===== src/rtl/bar_level_encoder_pkg.sv =====
// Shared widths, FSM state type and the bar-to-level conversion used by the
// bar level encoder.
package bar_level_encoder_pkg;

  localparam int unsigned BAR_W = 7;
  localparam int unsigned LVL_W = 3;
  localparam int unsigned CNT_W = 4;

  typedef enum logic [1:0] {
    IDLE    = 2'd0,
    QUALIFY = 2'd1,
    OFFER   = 2'd2
  } state_t;

  // Returns {illegal, level}; level is the leading-ones run from the MSB,
  // illegal is set when any one appears after that run has ended.
  function automatic logic [LVL_W:0] bar_to_level(input logic [BAR_W-1:0] bar);
    logic [LVL_W-1:0] lvl;
    logic             run;
    logic             bad;
    lvl = '0;
    run = 1'b1;
    bad = 1'b0;
    for (int unsigned i = 0; i < BAR_W; i++) begin
      if (bar[BAR_W-1-i]) begin
        if (run) lvl = lvl + LVL_W'(1);
        else     bad = 1'b1;
      end else begin
        run = 1'b0;
      end
    end
    return {bad, lvl};
  endfunction

endpackage


===== src/rtl/bar_level_encoder_check.sv =====
// Combinational bar-code encoder and validator.
module bar_code_check
  import bar_level_encoder_pkg::*;
(
  input  logic [BAR_W-1:0] bar,
  output logic [LVL_W-1:0] level,
  output logic             illegal
);

  always_comb begin
    {illegal, level} = bar_to_level(bar);
  end

endmodule


===== src/rtl/bar_level_encoder.sv =====
// Registers a bar code, validates it, debounces the resulting level and
// offers each new stable level on a valid/ready handshake.
module bar_level_encoder
  import bar_level_encoder_pkg::*;
#(
  parameter int unsigned STABLE_CYCLES = 4,
  parameter int unsigned ERR_CNT_W     = 8
) (
  input  logic                 clk,
  input  logic                 reset,
  input  logic [6:0]           input_data,
  input  logic                 sample_en,
  output logic [2:0]           output_data,
  output logic                 out_valid,
  input  logic                 out_ready,
  output logic                 code_error,
  output logic [ERR_CNT_W-1:0] error_count
);

  localparam logic [CNT_W-1:0] CNT_LAST = CNT_W'(STABLE_CYCLES - 1);

  logic [BAR_W-1:0] input_q;
  logic             sample_q;
  logic [LVL_W-1:0] level;
  logic             illegal;

  state_t           state, state_n;
  logic [LVL_W-1:0] cand, cand_n;
  logic [LVL_W-1:0] last_level, last_level_n;
  logic [LVL_W-1:0] data_n;
  logic [CNT_W-1:0] cnt, cnt_n;

  bar_code_check u_check (
    .bar     (input_q),
    .level   (level),
    .illegal (illegal)
  );

  // sample_q marks edges on which input_q holds a freshly captured code.
  always_ff @(posedge clk or posedge reset) begin
    if (reset) begin
      input_q  <= '0;
      sample_q <= 1'b0;
    end else begin
      sample_q <= sample_en;
      if (sample_en) input_q <= input_data;
    end
  end

  always_ff @(posedge clk or posedge reset) begin
    if (reset) begin
      code_error  <= 1'b0;
      error_count <= '0;
    end else begin
      code_error <= sample_q & illegal;
      if (sample_q && illegal && (error_count != '1))
        error_count <= error_count + ERR_CNT_W'(1);
    end
  end

  always_ff @(posedge clk or posedge reset) begin
    if (reset) begin
      state       <= IDLE;
      cand        <= '0;
      last_level  <= '0;
      cnt         <= '0;
      output_data <= '0;
    end else begin
      state       <= state_n;
      cand        <= cand_n;
      last_level  <= last_level_n;
      cnt         <= cnt_n;
      output_data <= data_n;
    end
  end

  always_comb begin
    state_n      = state;
    cand_n       = cand;
    last_level_n = last_level;
    cnt_n        = cnt;
    data_n       = output_data;
    unique case (state)
      IDLE: begin
        if (sample_q && (level != last_level)) begin
          state_n = QUALIFY;
          cand_n  = level;
          cnt_n   = CNT_W'(1);
        end
      end
      QUALIFY: begin
        if (sample_q) begin
          if (level == cand) begin
            if (cnt == CNT_LAST) begin
              state_n = OFFER;
              data_n  = cand;
            end else begin
              cnt_n = cnt + CNT_W'(1);
            end
          end else if (level == last_level) begin
            state_n = IDLE;
            cnt_n   = '0;
          end else begin
            cand_n = level;
            cnt_n  = CNT_W'(1);
          end
        end
      end
      OFFER: begin
        if (out_ready) begin
          last_level_n = output_data;
          state_n      = IDLE;
          cnt_n        = '0;
        end
      end
      default: state_n = IDLE;
    endcase
  end

  assign out_valid = (state == OFFER);

endmodule

===== config.mk =====
export PLATFORM = sky130hd
export DESIGN_NAME = bar_level_encoder
export DESIGN_NICKNAME = d
export VERILOG_FILES = /design/src/rtl/bar_level_encoder_pkg.sv /design/src/rtl/bar_level_encoder_check.sv /design/src/rtl/bar_level_encoder.sv
export SDC_FILE = /design/constraint.sdc
export NUM_CORES = 1
export LEC_CHECK = 0
export CORE_AREA = 2 2 116 62
export DETAILED_ROUTE_END_ITERATION = 8
export DIE_AREA = 0 0 118 64
export PLACE_DENSITY = 0.61
export SLEW_MARGIN = 40
export SYNTH_ARGS = -nofsm -noshare
export SYNTH_HDL_FRONTEND = slang
export SYNTH_HIERARCHICAL = 1
export SYNTH_SLANG_ARGS = --single-unit

===== constraint.sdc =====
create_clock -name clk -period 4.5 [get_ports clk]
set_clock_uncertainty 0.05 [all_clocks]
set_input_delay 0.675 -clock clk [delete_from_list [all_inputs] [get_ports clk]]
set_output_delay 0.675 -clock clk [all_outputs]
set_load 0.005 [all_outputs]

# After elaboration in Yosys (flattened, before gate mapping)
# Index checks and enable logic that the tools add are counted.
# W data, S select, Z words.
dict set report classes {
  muxes 50
  n_eq_ne 15
  n_reduce_logical 11
  n_addsub 8
  bitwise_logic 1
}
# op count
set op_table {}
lappend op_table {{$mux W3} 16}
lappend op_table {{$mux W1} 20}
lappend op_table {{$mux W4} 5}
lappend op_table {{$add A3 B1 Y3 const B} 5}
lappend op_table {{$reduce_and A5 Y1} 3}
lappend op_table {{$mux W2} 6}
lappend op_table {{$pmux W4 S3} 1}
lappend op_table {{$ne A3 B3 Y1 const B} 3}
lappend op_table {{$add A8 B1 Y8 const B} 1}
lappend op_table {{$ne A2 B2 Y1 const B} 4}
lappend op_table {{$ne A8 B8 Y1 const B} 1}
lappend op_table {{$eq A3 B3 Y1} 2}
lappend op_table {{$pmux W2 S3} 1}
lappend op_table {{$pmux W3 S2} 1}
lappend op_table {{$add A4 B1 Y4 const B} 1}
lappend op_table {{$eq A4 B2 Y1 const B} 1}
lappend op_table {{$reduce_and A4 Y1} 1}
lappend op_table {{$logic_and A1 B1 Y1} 3}
lappend op_table {{$ne A3 B3 Y1} 1}
lappend op_table {{$reduce_bool A3 Y1} 1}
lappend op_table {{$add A1 B1 Y2 const B} 1}
lappend op_table {{$eq A2 B1 Y1 const B} 1}
lappend op_table {{$eq A2 B2 Y1 const B} 1}
lappend op_table {{$logic_not A2 Y1} 1}
lappend op_table {{4 further kinds} 4}
dict set report totals {
  output_inout_bits 13
  word_cells 94
  register_bits 32
  inputBits 11
}

# Longest topological paths before layout
dict set report depth {
  word_depth 24
  mapped_depth 23
  depth_no_buf 23
}

# By module
# Netlist, hierarchy kept.
# mod seq_area_each_um2 cells_each area_per_inst_um2 instances
set modules_own_cells {}
lappend modules_own_cells {bar_level_encoder 800.8 131 1571.5 1}
lappend modules_own_cells {bar_code_check 0.0 47 325.3 1}

# Least setup slack after synthesis
# OpenSTA, ideal clock, no wires.
dict set report synth_timing {
  kind {register -> register}
  from {register input_q[5]}
  to {register cand[0]}
  path_stages_with_launch 24
  period_less_slack_ns 4.902
  arrival_ns 4.728
  setup_slack_ns -0.402
  setup_ns 0.125
  path_buffers 0
  t_required_ns 4.325
  cell_sequence {dfrtp_1 > nand2_2 > inv_1 > ha_1 > mux2_2 > ha_1 > inv_1 > a31oi_1 > ha_1 > mux2i_1 > a31oi_1 > ha_1 > inv_1 > o21ai_0 > ha_1 > nand2_1 > mux2i_1 > mux2_2 > xnor2_1 > xor2_1 > nor4_1 > nor2_1 > o21ai_0 > mux2_2}
}
dict set report synth_between {
  elab_chain_cells 20
  elab_cells_between_ends 34
  classes_between {5 x add/sub; 6 x eq/ne; 21 x mux; 2 x reduce/logical}
}
# element line_no
set synth_lines {}
lappend synth_lines {{start: declaration} bar_level_encoder.sv:22} ;# logic [BAR_W-1:0] input_q;
lappend synth_lines {{start signal: assignment} bar_level_encoder.sv:46} ;# if (sample_en) input_q <= input_data;
lappend synth_lines {{$mux W3} bar_level_encoder_pkg.sv:25} ;# if (bar[BAR_W-1-i]) begin
lappend synth_lines {{$add A3 B1 Y3} bar_level_encoder_pkg.sv:26} ;# if (run) lvl = lvl + LVL_W'(1);
lappend synth_lines {{$mux W3} bar_level_encoder_pkg.sv:26}
lappend synth_lines {{$mux W3} bar_level_encoder_pkg.sv:25}
lappend synth_lines {{$add A3 B1 Y3} bar_level_encoder_pkg.sv:26}
lappend synth_lines {{$mux W3} bar_level_encoder_pkg.sv:26}
lappend synth_lines {{$mux W3} bar_level_encoder_pkg.sv:25}
lappend synth_lines {{$add A3 B1 Y3} bar_level_encoder_pkg.sv:26}
lappend synth_lines {{[4 not listed]} n/a}
lappend synth_lines {{$mux W3} bar_level_encoder_pkg.sv:25}
lappend synth_lines {{$add A3 B1 Y3} bar_level_encoder_pkg.sv:26}
lappend synth_lines {{$mux W3} bar_level_encoder_pkg.sv:26}
lappend synth_lines {{$mux W3 *} bar_level_encoder_pkg.sv:25}
lappend synth_lines {{$ne A3 B3 Y1 or $mux W3 (tied branches)} {bar_level_encoder.sv:85, bar_level_encoder.sv:100}}
lappend synth_lines {{$logic_and A1 B1 Y1 or $mux W3 (tied branches)} {bar_level_encoder.sv:85, bar_level_encoder.sv:93}}
lappend synth_lines {{$ne A2 B2 Y1 (no source line) or $mux W3 (tied branches)} n/a}
lappend synth_lines {{$reduce_and A5 Y1 (no source line) or $pmux W3 S2 (tied branches)} n/a}
lappend synth_lines {{end signal: assignment} bar_level_encoder.sv:70} ;# cand <= cand_n;
lappend synth_lines {{end: declaration} bar_level_encoder.sv:28} ;# logic [LVL_W-1:0] cand, cand_n;
# Mark *: on every way between the ends. The rest lies on a longest branch, timed or not. The select of a mux whose other input is x is not followed.
# A chain may end at the register's enable or synchronous reset.

# Worst setup path in the final report
dict set report layout_timing {
  from {register input_q[5]}
  to {register cnt[3]}
}
dict set report layout_between {
  elab_chain_cells 20
  elab_cells_between_ends 30
  classes_between {5 x add/sub; 4 x eq/ne; 19 x mux; 2 x reduce/logical}
}
# element line_no
set layout_lines {}
lappend layout_lines {{$mux W3} bar_level_encoder_pkg.sv:25}
lappend layout_lines {{$add A3 B1 Y3} bar_level_encoder_pkg.sv:26}
lappend layout_lines {{$mux W3} bar_level_encoder_pkg.sv:26}
lappend layout_lines {{$mux W3} bar_level_encoder_pkg.sv:25}
lappend layout_lines {{$add A3 B1 Y3} bar_level_encoder_pkg.sv:26}
lappend layout_lines {{$mux W3} bar_level_encoder_pkg.sv:26}
lappend layout_lines {{$mux W3} bar_level_encoder_pkg.sv:25}
lappend layout_lines {{$add A3 B1 Y3} bar_level_encoder_pkg.sv:26}
lappend layout_lines {{[4 not listed]} n/a}
lappend layout_lines {{$mux W3} bar_level_encoder_pkg.sv:25}
lappend layout_lines {{$add A3 B1 Y3} bar_level_encoder_pkg.sv:26}
lappend layout_lines {{$mux W3} bar_level_encoder_pkg.sv:26}
lappend layout_lines {{$mux W3 *} bar_level_encoder_pkg.sv:25}
lappend layout_lines {{$eq A3 B3 Y1 or $ne A3 B3 Y1 (tied branches)} {bar_level_encoder.sv:93, bar_level_encoder.sv:85}}
lappend layout_lines {{$mux W4 or $logic_and A1 B1 Y1 (tied branches)} {bar_level_encoder.sv:93, bar_level_encoder.sv:85}}
lappend layout_lines {{$mux W4 or $ne A2 B2 Y1 (tied branches)} n/a}
lappend layout_lines {{$pmux W4 S3 or $reduce_and A5 Y1 (tied branches)} n/a}
lappend layout_lines {{end signal: assignment} bar_level_encoder.sv:72} ;# cnt <= cnt_n;
lappend layout_lines {{end: declaration} bar_level_encoder.sv:31} ;# logic [CNT_W-1:0] cnt, cnt_n;
# Marked as above.

==> impl_metrics.prom <==
# TYPE chip_impl_metric gauge
chip_impl_info{name="outcome",value="finished, violations left"} 1
chip_impl_info{name="violations",value="negative setup slack"} 1
chip_impl_metric{name="power_frac_clock",unit=""} 0.223
chip_impl_metric{name="synth_cell_types",unit=""} 42
chip_impl_metric{name="wire_length_per_cell",unit="um"} 14.2
chip_impl_metric{name="fmaxAchievable",unit="MHz"} 202
chip_impl_metric{name="overall_die_width",unit="um"} 118
chip_impl_info{name="worstSetupPathType",value="reg -> reg"} 1
chip_impl_metric{name="final_critical_path_setup_slack",unit="ps"} -443
chip_impl_metric{name="cts.reportedPaths.clkPinSlew",unit="ps"} 50
chip_impl_metric{name="syn2layout_area_growth",unit="%"} 47.3
chip_impl_metric{name="detailed_place_hpwl",unit="mm"} 3.28
chip_impl_info{name="tritoncts",value="yes"} 1
chip_impl_metric{name="timing.final.crit_share",unit=""} 1.10
chip_impl_metric{name="clkLatencyLatePin",unit="ps"} 290
chip_impl_metric{name="post_route_antenna_net_violation_count",unit=""} 0
chip_impl_metric{name="power.density_cell_area",unit="nW/um^2"} 566
chip_impl_info{name="most-common-layout-cells",value="31 x sky130_fd_sc_hd__dfrtp_1, 23 x sky130_fd_sc_hd__clkdlybuf4s50_1, 20 x sky130_fd_sc_hd__buf_4"} 1
chip_impl_metric{name="syn_area_per_cell",unit="um^2"} 10.7
chip_impl_metric{name="combinational_power_share",unit=""} 0.494
chip_impl_info{name="cts_root_buffer",value="sky130_fd_sc_hd__clkbuf_16"} 1
chip_impl_metric{name="antenna_cells",unit=""} 0
chip_impl_metric{name="finalPower",unit="W"} 0.00158
chip_impl_metric{name="gp_weighted_congestion",unit=""} 0.810
chip_impl_metric{name="pre_cts_ws",unit="ps"} -589
chip_impl_metric{name="syn_nets",unit=""} 200
chip_impl_metric{name="finalWorstPathRequiredPeriod",unit="ps"} 4940
chip_impl_metric{name="p_int",unit="W"} 0.00101
chip_impl_metric{name="io-pin-count",unit=""} 24
chip_impl_metric{name="worst_hold_slack",unit="ps"} 447
chip_impl_metric{name="drt-initial-drc-count",unit=""} 54
chip_impl_info{name="layout_commonest_cell",value="sky130_fd_sc_hd__dfrtp_1"} 1
chip_impl_metric{name="grt_antenna_before_repair",unit=""} 0
chip_impl_info{name="post_synth_main_area_contributors",value="sky130_fd_sc_hd__dfrtp_1 42%, sky130_fd_sc_hd__mux2_2 12%, sky130_fd_sc_hd__ha_1 7.3%, sky130_fd_sc_hd__xor2_1 4.2%, sky130_fd_sc_hd__nand2_1 3.2%"} 1
chip_impl_metric{name="cap_viol_max_count",unit=""} 0
chip_impl_info{name="ys.flop_type",value="sky130_fd_sc_hd__dfrtp_1"} 1
chip_impl_info{name="timing.critical_path.to_type",value="flip-flop"} 1
chip_impl_metric{name="power.sequential.fraction",unit=""} 0.283
chip_impl_metric{name="die_y",unit="um"} 64
chip_impl_metric{name="worstMarginPinSlew",unit="ps"} 640
chip_impl_info{name="yosys.area.top_type",value="sky130_fd_sc_hd__dfrtp_1"} 1
chip_impl_metric{name="initial_utilization",unit=""} 0.292
chip_impl_metric{name="post_drt_via_cell_ratio",unit=""} 4.70
chip_impl_metric{name="grt_overflow_total",unit=""} 0
chip_impl_metric{name="grt_pass1_wl",unit="mm"} 7.72
chip_impl_info{name="grt_setup_unrepaired",value="true"} 1
chip_impl_metric{name="peakVddDrop",unit="mV"} 0.230
chip_impl_metric{name="timing.final.max_slew_violations",unit=""} 0
chip_impl_metric{name="first_global_vias",unit=""} 1474
chip_impl_metric{name="switching_fraction_of_total_power",unit=""} 0.363
chip_impl_info{name="hold_class",value="reg -> reg"} 1
chip_impl_metric{name="grt_max_degree",unit=""} 33
chip_impl_metric{name="number_of_enable_flip_flop_cells_after_synthesis",unit=""} 0
chip_impl_metric{name="htree_num_levels",unit=""} 2
chip_impl_metric{name="postRouteWirelength",unit="mm"} 4.57
chip_impl_metric{name="nets",unit=""} 251
chip_impl_metric{name="clock_sinks",unit=""} 32
chip_impl_metric{name="sequential_element_share_of_the_synthesized_area",unit=""} 0.422
chip_impl_metric{name="timing.max_slew.rel_slack",unit=""} 0.572
chip_impl_metric{name="critical_path.max_fanout",unit=""} 4
chip_impl_metric{name="finalInstanceArea",unit="um^2"} 2790
chip_impl_metric{name="leakage_power_figure",unit="nW"} 1.25
chip_impl_metric{name="port-buffer-count",unit=""} 23
chip_impl_metric{name="final_layout_size_suffix_gt1_frac",unit=""} 0.365
chip_impl_metric{name="clock_path_buffers",unit=""} 2
chip_impl_metric{name="post_route_core_utilization",unit=""} 0.430
chip_impl_metric{name="netlist_instances",unit=""} 178
chip_impl_metric{name="postSynthRegisterBits",unit=""} 32
chip_impl_metric{name="ys_async_sr_fraction",unit=""} 1.00
chip_impl_metric{name="track_usage",unit=""} 0.137
chip_impl_metric{name="hold_violations",unit=""} 0
chip_impl_metric{name="die_area",unit="um^2"} 7550
chip_impl_metric{name="placement_rows",unit=""} 21
chip_impl_metric{name="syn_area",unit="um^2"} 1900
chip_impl_metric{name="setup_violations",unit=""} 12
chip_impl_metric{name="synth.top_cell.area_share",unit=""} 0.422
chip_impl_info{name="timing.critical_path.from_type",value="flip-flop"} 1
chip_impl_metric{name="netSwitchingPower",unit="W"} 0.000575
chip_impl_metric{name="postPlaceCellArea",unit="um^2"} 2460
chip_impl_metric{name="detailedRoute.firstPassIterationCount",unit=""} 4
chip_impl_metric{name="routed-via-count",unit=""} 1514
chip_impl_metric{name="cp.required",unit="ps"} 4620
chip_impl_metric{name="drc_errors",unit=""} 0
chip_impl_metric{name="core",unit="um^2"} 6490
chip_impl_metric{name="cts_buffers",unit=""} 5
chip_impl_metric{name="worstPathArrival",unit="ps"} 5070
chip_impl_metric{name="synth.yosys.warnings",unit=""} 6
[flip-flops by register name, indices dropped and copies added, names as in the netlist]
register     flops
error_count      8
input_q          7
cnt              4
cand             3
last_level       3
output_data      3
state            2
code_error       1
sample_q         1
[cells by family (layout without fill, tap and decap cells)]
| logic type | after synthesis | in the layout | share of synthesized area |
|---|---|---|---|
| buffers and inverters | 13 | 65 | 0.0264 |
| AO/OA/AOI/OAI | 26 | 26 | 0.105 |
| multiplexers | 25 | 25 | 0.145 |
| flip-flops | 32 | 32 | 0.422 |
| adder cells (fa/ha/maj) | 11 | 11 | 0.0726 |
| AND/OR/NAND/NOR | 56 | 56 | 0.160 |
| XOR/XNOR | 15 | 15 | 0.0693 |
[synthesized netlist by cell type (3+ instances only)]
cell type	n
sky130_fd_sc_hd__nand2b_1	4
sky130_fd_sc_hd__nor2b_1	3
sky130_fd_sc_hd__o21ai_0	8
sky130_fd_sc_hd__nor2_1	8
sky130_fd_sc_hd__xnor2_1	6
sky130_fd_sc_hd__mux2_2	20
sky130_fd_sc_hd__inv_1	11
sky130_fd_sc_hd__mux2i_1	5
sky130_fd_sc_hd__ha_1	11
sky130_fd_sc_hd__xor2_1	9
sky130_fd_sc_hd__a31oi_1	4
sky130_fd_sc_hd__nand2_1	16
sky130_fd_sc_hd__nand3_1	7
sky130_fd_sc_hd__nor3_1	3
sky130_fd_sc_hd__dfrtp_1	32
[final cells by class]
type / count / area, um^2
fillers: 647 / 3700
multi-input cells: 133 / 1260
flip-flops and latches: 32 / 802
repair buffers: 46 / 423
clock buffers: 7 / 143
well taps: 92 / 115
inverters: 11 / 41.3
clock inverters: 1 / 7.51
[power groups by stage]
stage / registers [W] / clock network [W] / logic (W)
2_1_floorplan: 0.000434 / 0 / 0.000395
3_3_place_gp: 0.000445 / 0 / 0.000631
3_5_place_dp: 0.000450 / 0 / 0.000637
4_1_cts: 0.000448 / 0.000361 / 0.000754
5_1_grt: 0.000463 / 0.000376 / 0.000852
6_report: 0.000448 / 0.000353 / 0.000782
[through the flow]
stage,cells,TNS [ps]
5_1_grt,322,-6790
6_report,322,-4640
3_3_place_gp,307,-4060
3_5_place_dp,307,-6020
2_1_floorplan,178,-1000
4_1_cts,320,-4680
[metal layers]
metal	track usage	part of all wire	up-vias
li1	-	-	740
met1	0.204	0.53	735
met2	0.171	0.40	32
met3	0.0455	0.049	7
met4	0.0678	0.021	0
met5	0	0	-
[worst max-delay path, cell delays in order (launching register included)]
cell and delay, ps:
sky130_fd_sc_hd__dfrtp_2 440, sky130_fd_sc_hd__nand2_2 80, sky130_fd_sc_hd__inv_2 50, sky130_fd_sc_hd__ha_4 230
sky130_fd_sc_hd__mux2_4 270, sky130_fd_sc_hd__ha_4 270, sky130_fd_sc_hd__inv_2 30, sky130_fd_sc_hd__a31oi_2 120
sky130_fd_sc_hd__ha_1 250, sky130_fd_sc_hd__mux2i_1 150, sky130_fd_sc_hd__a31oi_1 140, sky130_fd_sc_hd__ha_1 330
sky130_fd_sc_hd__inv_1 40, sky130_fd_sc_hd__o21ai_1 120, sky130_fd_sc_hd__ha_2 180, sky130_fd_sc_hd__nand2_2 50
sky130_fd_sc_hd__mux2i_1 210, sky130_fd_sc_hd__mux2_4 360, sky130_fd_sc_hd__xnor2_4 280, sky130_fd_sc_hd__xor2_2 250
sky130_fd_sc_hd__o31ai_4 110, sky130_fd_sc_hd__a2111oi_4 370, sky130_fd_sc_hd__buf_4 190, sky130_fd_sc_hd__mux2i_1 180
sky130_fd_sc_hd__o21ai_1 70
[path summary, 6_finish.rpt]
check | to | cells past startpoint | from | slack (ps)
max | cnt[3] | 24 | input_q[5] | -440
min | error_count[5] | 1 | error_count[5] | 450
max reg2reg | cnt[3] | 24 | input_q[5] | -440
min reg2reg | error_count[5] | 1 | error_count[5] | 450
max in group asynchronous | input_q[5] | 3 | reset | 3340
min in group asynchronous | cnt[2] | 3 | reset | 730
[what timing repair did]
action                                  4_1_cts  5_1_grt
setup buffers                                 5        2
hold buffers                                  0        0
gates resized for setup                      23        4
endpoints found under the setup margin       12       12
pin swaps                                    19       13
Power figures use the tool's default switching activity.
